==> config.mk <==
export PLATFORM = sky130hd
export DESIGN_NAME = sync_fifo_flat
export DESIGN_NICKNAME = d
export VERILOG_FILES = /design/src/rtl/matrix_pkg.sv /design/src/rtl/sync_fifo_if.sv /design/src/rtl/sync_fifo.sv /design/src/flat_wrapper.sv
export SDC_FILE = /design/constraint.sdc
export NUM_CORES = 1
export LEC_CHECK = 0
export CAP_MARGIN = 20
export CORE_MARGIN = 1
export CORE_UTILIZATION = 32
export CTS_CLUSTER_SIZE = 40
export DETAILED_ROUTE_END_ITERATION = 6
export SKIP_CTS_REPAIR_TIMING = 1
export SYNTH_ARGS = -nofsm -noshare
export SYNTH_HDL_FRONTEND = slang
export SYNTH_SLANG_ARGS = --single-unit
export TNS_END_PERCENT = 100
==> constraint.sdc <==
create_clock -name clk -period 3.6 [get_ports clk]
set_input_delay 0.72 -clock clk [delete_from_list [all_inputs] [get_ports clk]]
set_output_delay 0.72 -clock clk [all_outputs]
set_load 0.01 [all_outputs]
==> src/rtl/matrix_pkg.sv <==
// Shared sizing constants for the matrix-calc datapath.
package matrix_pkg;

    localparam int unsigned DATA_W     = 32;
    localparam int unsigned RESULT_W   = 64;
    localparam int unsigned FIFO_DEPTH = 16;
    localparam int unsigned MAT_DIM    = 16;
    localparam int unsigned IDX_W      = $clog2(MAT_DIM) + 1;

endpackage

==> src/rtl/sync_fifo_if.sv <==
// Producer/consumer handshake bundle for sync_fifo.
interface sync_fifo_if #(
    parameter int unsigned WIDTH = matrix_pkg::DATA_W
);

    logic [WIDTH-1:0] d;
    logic             wr;
    logic             rd;
    logic [WIDTH-1:0] q;
    logic             full;
    logic             empty;

    modport master (output d, wr, rd, input  q, full, empty);
    modport slave  (input  d, wr, rd, output q, full, empty);

endinterface

==> src/rtl/sync_fifo.sv <==
// Single-clock first-word-fall-through FIFO; head entry is always presented on q.
module sync_fifo
    import matrix_pkg::*;
#(
    parameter  int unsigned WIDTH = DATA_W,
    parameter  int unsigned DEPTH = FIFO_DEPTH,
    localparam int unsigned AW    = $clog2(DEPTH)
) (
    input  logic        clk,
    input  logic        rst_n,
    sync_fifo_if.slave  fifo_if
);

    localparam int unsigned CW = AW + 1;

    logic [WIDTH-1:0] r_mem [DEPTH];
    logic [AW-1:0]    r_wptr;
    logic [AW-1:0]    r_rptr;
    logic [CW-1:0]    r_count;
    logic             r_full;
    logic             r_empty;

    logic             w_push;
    logic             w_pop;
    logic [CW-1:0]    w_count_nxt;

    // A full FIFO still accepts a write when the same cycle pops.
    assign w_pop  = fifo_if.rd & ~r_empty;
    assign w_push = fifo_if.wr & (~r_full | w_pop);

    always_comb begin
        w_count_nxt = r_count;
        case ({w_push, w_pop})
            2'b10:   w_count_nxt = r_count + CW'(1);
            2'b01:   w_count_nxt = r_count - CW'(1);
            default: w_count_nxt = r_count;
        endcase
    end

    // Flags are registered from the next count so they never see storage X.
    always_ff @(posedge clk) begin
        if (!rst_n) begin
            r_wptr  <= '0;
            r_rptr  <= '0;
            r_count <= '0;
            r_full  <= 1'b0;
            r_empty <= 1'b1;
        end else begin
            if (w_push) r_wptr <= r_wptr + AW'(1);
            if (w_pop)  r_rptr <= r_rptr + AW'(1);
            r_count <= w_count_nxt;
            r_full  <= (w_count_nxt == CW'(DEPTH));
            r_empty <= (w_count_nxt == '0);
        end
    end

    always_ff @(posedge clk) begin
        if (w_push) r_mem[r_wptr] <= fifo_if.d;
    end

    assign fifo_if.q     = r_mem[r_rptr];
    assign fifo_if.full  = r_full;
    assign fifo_if.empty = r_empty;

endmodule

==> src/flat_wrapper.sv <==
// flat-port wrapper written by rule: the top's interface ports become plain ports
module sync_fifo_flat import matrix_pkg::*;
#(
    parameter  int unsigned WIDTH = DATA_W,
    parameter  int unsigned DEPTH = FIFO_DEPTH,
    localparam int unsigned AW    = $clog2(DEPTH)
)
  (clk, rst_n, fifo_if_d, fifo_if_wr, fifo_if_rd, fifo_if_q, fifo_if_full, fifo_if_empty);
  sync_fifo_if #(.WIDTH(WIDTH)) fifo_if_i ();
  input  logic clk;
  input  logic rst_n;
  input wire logic [$bits(fifo_if_i.d)-1:0] fifo_if_d;
  input wire logic [$bits(fifo_if_i.wr)-1:0] fifo_if_wr;
  input wire logic [$bits(fifo_if_i.rd)-1:0] fifo_if_rd;
  output wire logic [$bits(fifo_if_i.q)-1:0] fifo_if_q;
  output wire logic [$bits(fifo_if_i.full)-1:0] fifo_if_full;
  output wire logic [$bits(fifo_if_i.empty)-1:0] fifo_if_empty;
  assign fifo_if_i.d = fifo_if_d;
  assign fifo_if_i.wr = fifo_if_wr;
  assign fifo_if_i.rd = fifo_if_rd;
  assign fifo_if_q = fifo_if_i.q;
  assign fifo_if_full = fifo_if_i.full;
  assign fifo_if_empty = fifo_if_i.empty;
  sync_fifo #(.WIDTH(WIDTH), .DEPTH(DEPTH)) u_core (.clk(clk), .rst_n(rst_n), .fifo_if(fifo_if_i));
endmodule
==> results of run 1 <==
final cells by class:
cell class,instances,area [µm²]
Tap cell,846,1060
Timing Repair Buffer,124,1510
Multi-Input combinational cell,253,4440
Sequential cell,531,15800
Inverter,5,18.8
Clock inverter,32,357
Clock buffer,67,1380
Antenna cell,1,2.50
Fill cell,5560,38700
cells in the mapped netlist (2+ instances only):
cell        n  share of area, %
and4_1      5              0.21
o21a_1      2             0.073
nand4_1     2             0.061
buf_6      11              0.60
mux2i_1     3              0.15
mux4_2    110                12
o21ai_0     4             0.098
a21oi_1     5              0.12
clkbuf_1   20              0.37
nor2_1     19              0.35
and2_1     12              0.37
edfxtp_1  512                75
xor2_1      7              0.30
nand3b_1    3              0.11
nand2_1     5             0.092
ha_1        8              0.49
nand3_1     2             0.049
mux4_1     50               6.4
xnor2_1     5              0.21
buf_8       3              0.22
inv_1       5             0.092
buf_1       3             0.055
dfxtp_1    19               1.9
buf_2       7              0.17
power groups by stage:
stage                     Sequential, mW  Clock (mW)  Combinational (mW)
final                               6.97        5.47                2.00
after global routing                6.98        5.80                2.14
after CTS                           6.98        5.58                1.84
after detailed placement            7.11           0                1.83
after global placement              7.10           0                1.82
after floorplan                     7.07           0                1.27
registers in the layout, indices dropped and copies added, names as in the netlist, named ones only:
register / count
u_core.fifo_if.full: 1
u_core.r_rptr: 4
u_core.r_wptr: 4
u_core.r_count: 5
u_core.fifo_if.empty: 1
u_core.r_mem: 512
per-stage QoR:
stage                     hold WS (ns)  worst slack, ns  setup TNS [ns]
final                            0.510            0.114               0
after floorplan                  0.469            0.607               0
after detailed placement         0.504            0.132               0
after global routing             0.550           0.0268               0
after CTS                        0.516           -0.223           -4.47
after global placement           0.480            0.216               0
per-layer routing:
layer	vias up	global-route usage [%]	wire length, µm
li1	3891	-	-
met1	4913	18.4	19800
met2	223	22.0	22100
met3	59	2.63	2190
met4	2	3.66	813
met5	-	0	13
cell usage in the layout (no fill, tap or decap), types with 8 or more instances in the layout:
master	netlist	routed
clkbuf_16	0	58
mux4_1	50	47
and2_2	0	12
clkdlybuf4s50_1	0	37
nor2_1	19	19
mux4_2	110	113
dlymetal6s2s_1	0	32
dfxtp_1	19	15
buf_12	0	13
clkinv_1	0	13
clkbuf_1	20	14
edfxtp_1	512	512
ha_1	8	8
buf_4	0	32
how the worst min path moves through the flow:
stage                                 startpoint                      endpoint  slack (ns)  cells after the start
detailed placement  u_core.r_count[4]$_SDFF_PN0_  u_core.r_count[4]$_SDFF_PN0_        0.50                      2
global placement    u_core.r_count[4]$_SDFF_PN0_  u_core.r_count[4]$_SDFF_PN0_        0.48                      2
global route        u_core.r_count[4]$_SDFF_PN0_  u_core.r_count[4]$_SDFF_PN0_        0.55                      2
CTS                 u_core.r_count[4]$_SDFF_PN0_  u_core.r_count[4]$_SDFF_PN0_        0.52                      2
finish              u_core.r_count[4]$_SDFF_PN0_  u_core.r_count[4]$_SDFF_PN0_        0.51                      2
floorplan           u_core.r_count[4]$_SDFF_PN0_  u_core.r_count[4]$_SDFF_PN0_        0.47                      2
worst register-to-register path, delay by kind of cell, from the launching register on:
family                     cells  cell delay, ns
AOI/OAI and AO/OA              4            0.78
xor gates and xnor gates       1            0.20
adders and majority gates      2            0.57
buffers and inverters          2            0.18
DFF                            1            0.36
muxes                          1            0.27
and+or+nand+nor                1            0.21
cells by family after synthesis:
| group | after synthesis | synth area share, % |
|---|---|---|
| DFF | 531 | 76.9 |
| muxes | 164 | 18.7 |
| and+or+nand+nor | 54 | 1.45 |
| buffers and inverters | 49 | 1.51 |
| AOI/OAI and AO/OA | 15 | 0.446 |
| xor gates and xnor gates | 12 | 0.513 |
| adders and majority gates | 8 | 0.489 |
==> impl_metrics.yaml, run 1 <==
clocking:
  cts_tree: "built"
  htree_levels: 2
  clk_pin_slew_ns: 0.06
  clockRootBuffer: "clkbuf_16"
  cts_sinks: 531
  clkLatencyLatePin_ns: 0.60
  clockBufferDepth: 3
  cts_buffers: 53
logic_synthesis:
  synth_nets: 877
  synth_edf_count: 512
  avgSynthCellArea_um2: 24.6
  ys_warn_count: 0
  synth_area_um2: 20500
  synth-seq-cells: 531
  syn-instance-count: 833
  synth.distinct_cells: 35
  ys_seq_area_share_pct: 76.9
  synth-async-reset-ratio_pct: 0
  synth_top_flop_cell: "edfxtp_1"
floorplan:
  die_h_um: 255
  ios: 70
  fp-row-count: 92
  dieWidth_um: 255
  fp.coreArea_um2: 63200
  die-area_um2: 65100
  start_util_pct: 32.4
placement:
  port_buffers: 69
  gp_congestion: 0.691
  dpl.cell_count: 1747
  dpl_cell_area_um2: 22500
  dp_hpwl_um: 23300
global_routing:
  track_usage_pct: 13.5
  grt_pass1_wl_um: 62700
  antenna_found_initial: 2
  grt_pass1_vias: 9228
  grt-ovfl-total: 0
  grt_max_degree: 75
finish:
  syn2layout_area_growth_pct: 19.7
  drive_gt1_share_pct: 25.9
  final_core_util_pct: 38.8
  fin_cells: 1859
  layout.nets: 1012
  fin_area_um2: 24500
setup_path:
  crit_path_end: "fifo_if_q[3]"
  cp_num_buf_inv: 4
  cp_data_required_time_ns: 2.88
  crit_fanout: 16
  cpLargestDelayFamily: "multiplexers"
  end_kind: "primary output"
  r2r_slack_ns: 0.99
  reg2reg_depth: 11
  max_stage_delay_ns: 0.59
  cpMostUsedCell: "buf_12"
  r2r-end: "u_core.fifo_if.full$_SDFF_PN0_"
  worst-endpoint-arrival_ns: 2.77
  start_kind: "flop"
  path_cells: "buf_4, buf_12, buf_12, mux4_1, mux4_2, dlymetal6s2s_1"
  timing.rr.start: "u_core.fifo_if.full$_SDFF_PN0_"
  crit_slowest_cell: "mux4_1"
  crit_type: "flop to primary output"
  crit_cells: 6
pwr:
  p_clk_share_pct: 37.9
  power_leakage_nw: 7.82
  sw_frac_of_total_pct: 22.6
  power.total_mw: 14.4
  intPower_mw: 11.2
  p_switching_mw: 3.26
  peakVddDrop_mv: 0.418
  p_seq_share_pct: 48.3
  powerDensity_nw_per_um2: 588
  combPwrFrac_pct: 13.8
outcome:
  status: "finished clean"
routing:
  routedWlPerCell_um: 24.2
  ant_nets: 0
  num_vias: 9088
  drc_errors: 0
  drt_iter0_drc: 693
  first_pass_iters: 5
  viasPerCell: 4.89
  wl_um: 44900
sta:
  period_needed_ns: 3.49
  fmax_mhz: 287
  final-max-slew-violation-count: 0
  period_share_pct: 96.8
  rsz0062_at_grt: "false"
  worst_pin_slew_ns: 0.684
  setup_viol: 0
  relSlewSlack_pct: 54.3
  fin_skew_ns: 0.0163
  hold_violations: 0
hold_path:
  holdCritPathClass: "flop to flop"
job:
  maxCapViolations: 0
Power figures use the tool's default switching activity.
==> run 2, diff against run 1 <==
ABC_AREA = 1   (was not set)
==> run 2 against run 1 <==
  * Utilization fell by 0.29 points
  * Sequential share of layout area fell by 0.67 points
  * Critical path depth did not move
  * Wire length rose by 19%
  * Global-route usage rose by 2.2 points
  * Design area rose by 1.1%
  * Maximum frequency rose by 1.2%
  * Power rose by 0.38%
  * Die area rose by 1.7%
  * Via count rose by 42%
  * Critical endpoint is now fifo_if_q[30]
  * Largest cell class unchanged
==> impl_metrics.yaml, run 2 <==
outcome:
  status: "finished clean"
floorplan:
  fp.coreArea_um2: 64300
  ios: 70
  start_util_pct: 32.4
  dieWidth_um: 257
  fp-row-count: 93
  die_h_um: 257
  die-area_um2: 66100
sta:
  fin_skew_ns: 0.0232
  period_needed_ns: 3.45
  relSlewSlack_pct: 60.6
  period_share_pct: 95.7
  setup_slack_ns: 0.155
  fmax_mhz: 290
  setup_viol: 0
  rsz0062_at_grt: "false"
  worst_pin_slew_ns: 0.590
  hold_violations: 0
  final-max-slew-violation-count: 0
logic_synthesis:
  synth-async-reset-ratio_pct: 0
  synth.area.top_cells: "edfxtp_1 74%, o21ai_0 6.3%, nor2_1 4.8%"
  synth-seq-cells: 531
  synth_top_flop_cell: "edfxtp_1"
  synth.distinct_cells: 29
  avgSynthCellArea_um2: 13.9
  synth.top_cell.area_share_pct: 73.8
  synth.most_common_cell: "edfxtp_1"
  yosys-top-cells-count: "512 x edfxtp_1, 267 x nor2_1, 263 x o21ai_0, 88 x o221ai_1, 68 x nand2_1"
  ys_seq_area_share_pct: 75.6
  synth_edf_count: 512
  ys_warn_count: 0
  synth_nets: 1545
  syn-instance-count: 1501
  synth_area_um2: 20800
  synth.largest_area_cell: "edfxtp_1"
clocking:
  clkLatencyLatePin_ns: 0.62
  cts_sinks: 531
  clockRootBuffer: "clkbuf_16"
  cts_tree: "built"
  clk_pin_slew_ns: 0.06
  clockBufferDepth: 3
  cts_buffers: 54
  htree_levels: 2
finish:
  regMostFlops: "u_core.r_mem"
  fin_cells: 2472
  final_common_cell: "edfxtp_1"
  multiInputGateArea_um2: 4600
  final_cell_mix: "512 x edfxtp_1, 263 x o21ai_0, 251 x nor2_1"
  drive_gt1_share_pct: 11.7
  largest_registers: "u_core.r_mem: 512 flops, u_core.r_count: 5 flops"
  fin_area_um2: 24800
  syn2layout_area_growth_pct: 18.9
  regArea_um2: 15800
  final_core_util_pct: 38.5
  largest_reg_flops: 512
  fill_cells: 5934
  layout.nets: 1614
setup_path:
  worst-endpoint-arrival_ns: 2.73
  cp_data_required_time_ns: 2.88
  reg2reg_depth: 18
  end_kind: "primary output"
  start_kind: "flop"
  crit_type: "flop to primary output"
  timing.rr.start: "u_core.fifo_if.empty$_SDFF_PN1_"
  crit_fanout: 70
placement:
  dpl.cell_count: 2367
  pre_cts_ws_ns: 0.524
  dpl_cell_area_um2: 23000
  port_buffers: 69
  gp_congestion: 0.741
  dp_hpwl_um: 26600
global_routing:
  grt_max_degree: 95
  grt_pass1_wl_um: 78900
  antenna_found_initial: 4
  track_usage_pct: 15.6
  grt_pass1_vias: 12632
  grt-ovfl-total: 0
routing:
  drt_iter0_drc: 1161
  first_pass_iters: 5
  viasPerCell: 5.21
  num_vias: 12886
  wl_um: 53400
  ant_nets: 0
  drc_errors: 0
  routedWlPerCell_um: 21.6
hold_path:
  min_from: "u_core.r_rptr[3]$_SDFFE_PN0P_"
  hold_depth: 1
  holdCritPathClass: "flop to flop"
pwr:
  power_leakage_nw: 7.83
  powerDensity_nw_per_um2: 584
  peakVddDrop_mv: 0.326
job:
  maxCapViolations: 0
==> run 2: changes by cell type in the layout (fill, tap and decap cells not counted), moves of 21 or more <==
cell             change
o21ai_0            +259
nor2_1             +232
mux4_2             -113
o221ai_1            +88
nand2_1             +63
nand3_1             +50
mux4_1              -47
clkdlybuf4s50_1     +32
dlymetal6s2s_1      -32
o211ai_1            +22
o22ai_1             +22
nor2_2              +21
==> run 2: final timing paths <==
check,endpoint,slack (ns)
min,flop,0.46
min reg2reg,flop,0.46
max,fifo_if_q[30],0.15
max reg2reg,u_core.fifo_if.empty$_SDFF_PN1_,1.40
==> run 2: cell families (layout without fill, tap and decap cells) <==
group | after synthesis | count (layout) | share of synthesized area [%]
mux | 1 | 1 | 0.0480
buf+inv | 129 | 244 | 2.89
simple gates | 411 | 411 | 8.00
flops | 531 | 531 | 75.6
compound gates | 420 | 420 | 12.9
other cells | 0 | 1 | 0
xor+xnor | 1 | 1 | 0.0420
fa+ha+maj | 8 | 8 | 0.480
==> run 2: cell type report <==
cell class / count / area share (%)
timing repair buffer: 118 / 5.93
clock buffer: 67 / 5.65
inverter: 24 / 0.434
sequential: 531 / 63.6
tap: 855 / 4.32
antenna: 1 / 0.0101
multi-input combinational: 841 / 18.6
clock inverter: 35 / 1.48
==> run 2: per-stage QoR <==
| step | TNS, ns | power [mW] | hold slack [ns] |
|---|---|---|---|
| 2_1_floorplan | 0 | 8.20 | 0.412 |
| 3_5_place_dp | 0 | 9.02 | 0.454 |
| 6_report | 0 | 14.5 | 0.461 |
| 3_3_place_gp | 0 | 8.97 | 0.427 |
| 4_1_cts | -0.0424 | 14.6 | 0.472 |
| 5_1_grt | 0 | 15.0 | 0.493 |
==> run 2: routing by layer <==
metal	GRT usage [%]	vias up	part of all wire [%]
met5	0	-	0.060
met4	4.56	6	2.2
met3	2.89	89	4.9
met2	25.2	343	48
met1	21.5	6602	45
li1	-	5846	-
==> run 2: where the power goes <==
group          internal [mW]  switching, mW  total, mW
registers               6.88         0.0597       6.94
clock network           3.22           2.35       5.57
logic                  0.712           1.26       1.98
==> run 2: worst max-delay path, stage by stage (launching register included) <==
cell	delay, ns
dfxtp_4	0.48
buf_12	0.31
o21ai_0	0.15
o221ai_1	0.22
o211ai_1	0.13
nand2_1	0.20
clkdlybuf4s50_1	0.58
==> run 3, diff against run 2 <==
SLEW_MARGIN = 20   (was not set)
==> results of run 3 <==
No change in the layout: final DEF, timing and power equal those of run 2.
